## config.mk

```make
export PLATFORM = sky130hd
export DESIGN_NAME = sub_div_4_bit
export DESIGN_NICKNAME = d
export VERILOG_FILES = /design/src/rtl/sub_div_pkg.sv /design/src/rtl/sub_div_4_bit_div_step.sv /design/src/rtl/sub_div_4_bit.sv
export SDC_FILE = /design/constraint.sdc
export NUM_CORES = 1
export LEC_CHECK = 0
export CORE_MARGIN = 2
export CORE_UTILIZATION = 58
export DETAILED_ROUTE_END_ITERATION = 16
export PLACE_DENSITY_LB_ADDON = 0.05
export SLEW_MARGIN = 10
export SYNTH_ARGS = -nofsm -noshare
export SYNTH_HDL_FRONTEND = slang
export SYNTH_SLANG_ARGS = --single-unit
```

## constraint.sdc

```tcl
create_clock -name clk -period 4.2 [get_ports clk]
set_clock_uncertainty 0.1 [all_clocks]
set_input_delay 1.26 -clock clk [delete_from_list [all_inputs] [get_ports clk]]
set_output_delay 1.26 -clock clk [all_outputs]
set_load 0.01 [all_outputs]
```

## src/rtl/sub_div_pkg.sv

```systemverilog
// Shared types and constants for the 4-bit subtract/divide unit.
package sub_div_pkg;

  typedef enum logic [1:0] {
    IDLE = 2'd0,
    DIV  = 2'd1,
    DONE = 2'd2
  } state_t;

  localparam int A_W = 8;
  localparam int B_W = 4;

  localparam logic [A_W-1:0] DIV0_QUOTIENT = 8'hFF;

  // Same encoding sense as the add/mul unit: add=1 there, subtract=1 here.
  localparam logic OP_SUB = 1'b1;
  localparam logic OP_DIV = 1'b0;

endpackage

```

## src/rtl/sub_div_4_bit_div_step.sv

```systemverilog
// One combinational restoring-division step: shift in a dividend bit,
// trial-subtract the divisor, keep the difference if it did not go negative.
import sub_div_pkg::*;

module div_step (
  input  logic [B_W:0]   rem_in,
  input  logic           dvd_bit,
  input  logic [B_W-1:0] divisor,
  output logic [B_W:0]   rem_out,
  output logic           q_bit
);

  logic [B_W:0] shifted;

  // Shift, compare and conditionally restore. rem_in[B_W] is always 0 after a
  // restore; if it were ever set the true shifted value would exceed any
  // divisor, so it forces the subtract.
  always_comb begin
    shifted = {rem_in[B_W-1:0], dvd_bit};
    rem_out = shifted;
    q_bit   = 1'b0;
    if (rem_in[B_W] || (shifted >= {1'b0, divisor})) begin
      rem_out = shifted - {1'b0, divisor};
      q_bit   = 1'b1;
    end
  end

endmodule

```

## src/rtl/sub_div_4_bit.sv

```systemverilog
// Sequential subtract / restoring-divide unit with valid/ready on both sides.
// Subtract and divide-by-zero finish in one cycle; a real divide takes
// DIV_STEPS cycles in DIV before the result is presented.
import sub_div_pkg::*;

module sub_div_4_bit #(
  parameter int DIV_STEPS = 8
) (
  input  logic           clk,
  input  logic           rst,
  input  logic           in_valid,
  output logic           in_ready,
  input  logic           operation,
  input  logic [A_W-1:0] a,
  input  logic [B_W-1:0] b,
  output logic           out_valid,
  input  logic           out_ready,
  output logic [A_W-1:0] result,
  output logic [B_W-1:0] remainder,
  output logic           borrow,
  output logic           div0
);

  localparam logic [3:0] LAST_STEP = 4'(DIV_STEPS - 1);

  state_t         state_reg, state_next;
  logic [A_W-1:0] dvd_reg, dvd_next;
  logic [B_W:0]   rem_reg, rem_next;
  logic [A_W-1:0] result_reg, result_next;
  logic [B_W-1:0] b_reg, b_next;
  logic [3:0]     count_reg, count_next;
  logic           borrow_reg, borrow_next;
  logic           div0_reg, div0_next;

  logic [B_W:0]   step_rem;
  logic           step_q;

  div_step u_step (
    .rem_in  (rem_reg),
    .dvd_bit (dvd_reg[A_W-1]),
    .divisor (b_reg),
    .rem_out (step_rem),
    .q_bit   (step_q)
  );

  // State and datapath registers; reset discards any partial operation.
  always_ff @(posedge clk or posedge rst) begin
    if (rst) begin
      state_reg  <= IDLE;
      dvd_reg    <= '0;
      rem_reg    <= '0;
      result_reg <= '0;
      b_reg      <= '0;
      count_reg  <= '0;
      borrow_reg <= 1'b0;
      div0_reg   <= 1'b0;
    end else begin
      state_reg  <= state_next;
      dvd_reg    <= dvd_next;
      rem_reg    <= rem_next;
      result_reg <= result_next;
      b_reg      <= b_next;
      count_reg  <= count_next;
      borrow_reg <= borrow_next;
      div0_reg   <= div0_next;
    end
  end

  // Next-state and datapath updates. The quotient is built directly in
  // result_reg, one bit shifted in at the LSB per DIV cycle.
  always_comb begin
    state_next  = state_reg;
    dvd_next    = dvd_reg;
    rem_next    = rem_reg;
    result_next = result_reg;
    b_next      = b_reg;
    count_next  = count_reg;
    borrow_next = borrow_reg;
    div0_next   = div0_reg;

    unique case (state_reg)
      IDLE: begin
        if (in_valid) begin
          borrow_next = 1'b0;
          div0_next   = 1'b0;
          if (operation == OP_SUB) begin
            result_next = a - {4'b0, b};
            borrow_next = (a < {4'b0, b});
            rem_next    = '0;
            state_next  = DONE;
          end else if (b == '0) begin
            result_next = DIV0_QUOTIENT;
            rem_next    = {1'b0, a[B_W-1:0]};
            div0_next   = 1'b1;
            state_next  = DONE;
          end else begin
            dvd_next    = a;
            rem_next    = '0;
            result_next = '0;
            b_next      = b;
            count_next  = '0;
            state_next  = DIV;
          end
        end
      end
      DIV: begin
        dvd_next    = {dvd_reg[A_W-2:0], 1'b0};
        rem_next    = step_rem;
        result_next = {result_reg[A_W-2:0], step_q};
        count_next  = count_reg + 4'd1;
        if (count_reg == LAST_STEP) begin
          state_next = DONE;
        end
      end
      DONE: begin
        if (out_ready) begin
          state_next = IDLE;
        end
      end
      default: begin
        state_next = IDLE;
      end
    endcase
  end

  assign in_ready  = (state_reg == IDLE);
  assign out_valid = (state_reg == DONE);
  assign result    = result_reg;
  assign remainder = rem_reg[B_W-1:0];
  assign borrow    = borrow_reg;
  assign div0      = div0_reg;

endmodule

```

==> results.cfg, run 1 <==
[cts]
worstSkewPairLatency_ns = 0.35
cts_buffer_depth = 2
ctsResizeCount = 0
clock-root-buffer = clkbuf_4
cts_buffers = 5
path_clk_slew_ns = 0.10
ctsHoldBuffers = 0
htreeDepth = 2
cts.sinks = 33
cts_tree = built
post-cts-setup-buffers = 0

[global_route]
grt_max_degree = 34
first_global_vias = 1714
grt_pass1_wl_um = 8349
track_usage_pct = 26.52
grt_overflow_total = 0
antenna_found_initial = 0

[timing]
fin_crit_sh_pct = 75.90
setup_viol_count_final = 0
fin_setup_tns_ns = 0
slew_headroom_pct = 56.46
period_minus_slack_ns = 3.188
clock.fmax_mhz = 313.7
worst_pin_slew_ns = 0.6531
finalHoldViolations = 0
maxSlewViolCount = 0
rsz0062_at_grt = false

[cells_and_area]
syn2layout_area_growth_pct = 19.11
fillers = 265
drive_above_1_share_pct = 9.690
diodes = 0
register_area_um2 = 825.8
multi_input_area_um2 = 1145
nNetsFinal = 285

[worst_hold_path]
hold_end = div0
holdPathStages = 2
hold_start = div0
hp-class = reg2reg

[setup_path]
worst_setup_path_end_kind = flip-flop
r2r_start = rem_reg[0]
path_max_fanout = 3
rr_endpoint = rem_reg[1]
required_ns = 4.39
crit_arrival_ns = 3.38
r2r_slack_ns = 2.17
reg2regPathDepth = 6
worst_setup_path_start_kind = input port
path_class = in2reg

[synth]
syn_avg_cell_area_um2 = 9.194
synth_area_um2 = 2115
ys_ff_latch = 33
synth_warnings = 0
seq_area_frac_synth_pct = 39.05
synth_ff_type = dfrtp_1
synth_edf_count = 0
synth_cells = 230
syn-num-nets = 258
yosysUniqueCellTypes = 54
synthArstFlopShare_pct = 100.0

[placement]
place_congestion = 0.8951
portBuffers = 32
hpwl_um = 3496

[routing]
drc = 0
wire_per_inst_um = 16.11
wirelength_um = 4896
firstDrtPassIters = 4
drtIter0Drc = 208
num_vias = 1848
ant_nets = 0
vias_per_cell = 6.079

[pwr]
total_power_mw = 1.795
vdd_drop_max_mv = 0.4996
leakage_nw = 1.068
power_per_cell_area_nw_per_um2 = 712.7

[run]
cap_violations = 0

[die]
die_h_um = 64.38
dieWidth_um = 64.38
rows = 21
fp.coreArea_um2 = 3416
io_pins = 33
initial_core_util_pct = 61.90
die_area_um2 = 4145

[run_status]
status = completed
placed cells by master (no fill, tap or decap), types with 2 or more instances in the layout:
| master | instances |
|---|---|
| clkdlybuf4s50_1 | 32 |
| clkbuf_4 | 5 |
| a22oi_1 | 3 |
| nor3_1 | 5 |
| nor2_1 | 13 |
| ha_1 | 9 |
| a22o_1 | 4 |
| nand3_1 | 4 |
| a32oi_1 | 3 |
| nor2_4 | 2 |
| o311ai_0 | 2 |
| inv_1 | 14 |
| a221oi_1 | 2 |
| a31oi_1 | 8 |
| nand2b_1 | 7 |
| nor3_2 | 2 |
| nand2_1 | 35 |
| o31ai_1 | 2 |
| fa_1 | 2 |
| a221o_1 | 2 |
| nor2b_1 | 9 |
| o21ai_1 | 2 |
| buf_4 | 2 |
| mux2_2 | 2 |
| bufinv_16 | 2 |
| dfrtp_1 | 33 |
| o21a_1 | 3 |
| o21ai_0 | 12 |
| a21oi_1 | 10 |
| o221ai_1 | 2 |
synth_stat cells (3+ instances only):
cell type	count	share of area [%]
o21ai_0	12	2.8
a21oi_1	10	2.4
clkbuf_1	3	0.53
a31oi_1	8	2.4
a32oi_1	3	1.2
a22oi_1	3	1.1
nand2_1	35	6.2
dfrtp_1	33	39
nor2b_1	9	2.7
a22o_1	4	1.7
nor3_1	5	1.2
nand2b_1	7	2.1
nor2_1	13	2.3
buf_4	5	1.8
ha_1	9	5.3
buf_2	4	0.95
o21a_1	3	1.1
inv_1	14	2.5
nand3_1	4	0.95
how the worst max path moves through the flow:
stage,start,endpoint,depth (start not counted),slack (ns)
2_1_floorplan,a[0],result[6],9,1.35
3_3_place_gp,b[0],result[6],9,0.74
3_5_place_dp,b[0],result[6],9,0.67
4_1_cts,b[0],result[6],9,1.04
5_1_grt,b[0],result[6],9,0.86
6_report,b[0],result[6],9,1.01
metal layers:
metal | global-route usage, % | share of wire, %
met1 | 37.76 | 47
met2 | 40.23 | 46
met3 | 4.930 | 5.1
met4 | 10.11 | 1.8
met5 | 0 | 0
cells by family (layout without fill, tap and decap cells):
family	Yosys count	after routing	synth area share, %
and+or+nand+nor	86	86	21.89
AOI/OAI and AO/OA	68	68	23.14
buffers and inverters	28	56	6.805
xor gates and xnor gates	2	2	0.8286
adders and majority gates	11	11	7.219
DFF	33	33	39.05
muxes	2	2	1.065
where the power goes:
group          switching (mW)  internal [mW]  leakage [nW]
Clock                   0.117          0.184        0.0552
Sequential              0.132          0.454         0.411
Combinational           0.487          0.421         0.602
per-stage QoR:
stage          utilization, %  hold slack, ns  std cells  cell area, um2  worst slack [ns]
2_1_floorplan               -          0.3730        230            2115             1.350
3_3_place_gp            70.73          0.3679        296            2416            0.7372
3_5_place_dp            70.73          0.3752        296            2416            0.6694
4_1_cts                 73.74          0.3988        304            2519             1.040
5_1_grt                 73.74          0.4504        304            2519            0.8567
6_report                73.74          0.3962        304            2519             1.012
final cells by class:
class	count	area share, %
inverters	14	2.086
well taps	46	2.285
flip-flops and latches	33	32.79
clock buffers	5	1.490
clock inverters	3	2.583
multi-input cells	169	45.45
repair buffers	34	13.31
worst max-delay path, cell delays in order:
cell and delay, ns:
clkdlybuf4s50_1 0.54, ha_1 0.20, inv_1 0.06, fa_1 0.41
a21oi_1 0.19, o21ai_1 0.09, or2_0 0.21, a311oi_1 0.27
a221o_1 0.14
Note: power is estimated with default switching activity, not from simulation.
==> run 2, diff against run 1 <==
--- a/config.mk
+++ b/config.mk
@@ -6,7 +6,7 @@
 export NUM_CORES = 1
 export LEC_CHECK = 0
 export CORE_MARGIN = 2
-export CORE_UTILIZATION = 58
+export CORE_UTILIZATION = 54
 export DETAILED_ROUTE_END_ITERATION = 16
 export PLACE_DENSITY_LB_ADDON = 0.05
 export SLEW_MARGIN = 10
==> constraint.sdc (replaced) <==
create_clock -name clk -period 3 [get_ports clk]
set_clock_uncertainty 0.1 [all_clocks]
set_input_delay 0.9 -clock clk [delete_from_list [all_inputs] [get_ports clk]]
set_output_delay 0.9 -clock clk [all_outputs]
set_load 0.01 [all_outputs]
==> run 2 against run 1 <==
Combinational power increased by 41%. Worst setup slack got worse by 0.81 ns. Sequential power increased by 41%. Sequential cell count unchanged. Final cell count increased by 3.6%. Clock power increased by 9.6%.
==> results.cfg, run 2 (synthesis gave the netlist of run 1 again) <==
[run_status]
status = completed

[cells_and_area]
register_area_um2 = 825.8
final_area_um2 = 2572
fillers = 311
utilization_pct = 69.23
diodes = 0
layout_common_cells = nand2_1 (35), dfrtp_1 (33), clkdlybuf4s50_1 (32), inv_1 (14), nor2_1 (13)
mostFrequentLayoutCell = nand2_1
drive_above_1_share_pct = 12.73
syn2layout_area_growth_pct = 21.66
stdcell_count = 315
multi_input_area_um2 = 1145
nNetsFinal = 294

[die]
dieWidth_um = 66.58
rows = 22
initial_core_util_pct = 56.90
io_pins = 33
die_area_um2 = 4432
fp.coreArea_um2 = 3716
die_h_um = 66.58

[cts]
clock-root-buffer = clkbuf_8
ctsHoldBuffers = 0
htreeDepth = 2
path_clk_slew_ns = 0.07
cts_buffers = 5
post-cts-setup-buffers = 0
worstSkewPairLatency_ns = 0.29
cts_tree = built
ctsResizeCount = 0
cts.sinks = 33
cts_buffer_depth = 2

[pwr]
leakage_nw = 1.100
clockPowerShare_pct = 13.5
total_power_mw = 2.439
internal_power_mw = 1.399
vdd_drop_max_mv = 0.5227
sw_frac_of_total_pct = 42.62
p_comb_share_pct = 52.6
power_per_cell_area_nw_per_um2 = 948.0
switchingPower_mw = 1.039
seq_power_share_pct = 33.9

[setup_path]
path_class = in2reg
worst_setup_path_start_kind = input port
reg2regPathDepth = 6
crit_arrival_ns = 2.92
required_ns = 3.12
worst_setup_path_end_kind = flip-flop
path_max_fanout = 2

[timing]
maxSlewViolCount = 0
period_minus_slack_ns = 2.801
worst_pin_slew_ns = 0.6181
finalHoldViolations = 0
slew_headroom_pct = 58.79
hold_slack_ns = 0.3785
setup_viol_count_final = 0
finalWorstSetupSlack_ns = 0.1986
fin_crit_sh_pct = 93.38
fin_setup_tns_ns = 0
rsz0062_at_grt = false
clock.fmax_mhz = 357.0

[routing]
ant_nets = 0
firstDrtPassIters = 4
wire_per_inst_um = 16.06
drtIter0Drc = 198
wirelength_um = 5058
drc = 0
vias_per_cell = 5.838
num_vias = 1839

[worst_hold_path]
hp-class = reg2reg
holdPathStages = 2

[global_route]
antenna_found_initial = 0
first_global_vias = 1783
grt_max_degree = 34
grt_overflow_total = 0
track_usage_pct = 26.01
grt_pass1_wl_um = 8625

[placement]
place_congestion = 0.8509
place_ws_ns = -0.07816
hpwl_um = 3742
place_area_um2 = 2486
portBuffers = 32
dpl.cell_count = 307

[run]
cap_violations = 0
run 2: worst paths after layout:
| path | slack [ns] | startpoint | endpoint |
|---|---|---|---|
| max reg2reg | 0.97 | rem_reg[0] | rem_reg[1] |
| min | 0.38 | borrow | borrow |
| min reg2reg | 0.38 | borrow | borrow |
| max | 0.20 | b[0] | result[6] |
| min in group asynchronous | 0.90 | rst | count_reg[1] |
| max in group asynchronous | 1.59 | rst | rem_reg[1] |
run 2: worst max-delay path: stages:
cell and delay [ns]:
clkdlybuf4s50_1 0.48, ha_1 0.18, inv_1 0.06, fa_1 0.41
a21oi_1 0.19, o21ai_1 0.09, or2_0 0.21, a311oi_1 0.25
a221o_1 0.14
run 2: routing by layer:
layer | up-vias | routed length [um] | GRT usage, % | share of wire [%]
met3 | 9 | 286 | 4.223 | 5.7
met2 | 70 | 2382 | 42.50 | 47
met5 | - | 0 | 0 | 0
met1 | 861 | 2295 | 35.02 | 45
met4 | 0 | 94 | 8.673 | 1.9
li1 | 899 | - | - | -
run 2: layout make-up:
class | instances | share of cell area (%)
flip-flops and latches | 33 | 32.10
repair buffers | 43 | 15.66
multi-input cells | 169 | 44.50
well taps | 48 | 2.335
clock buffers | 5 | 2.675
inverters | 14 | 2.043
clock inverters | 3 | 0.6809
run 2: power by group through the flow:
| stage | logic, mW | clock network [mW] | registers (mW) |
|---|---|---|---|
| after floorplan | 0.971 | 0 | 0.777 |
| after CTS | 1.29 | 0.333 | 0.823 |
| final | 1.28 | 0.330 | 0.826 |
| after global routing | 1.45 | 0.357 | 0.852 |
| after global placement | 1.26 | 0 | 0.827 |
| after detailed placement | 1.29 | 0 | 0.831 |
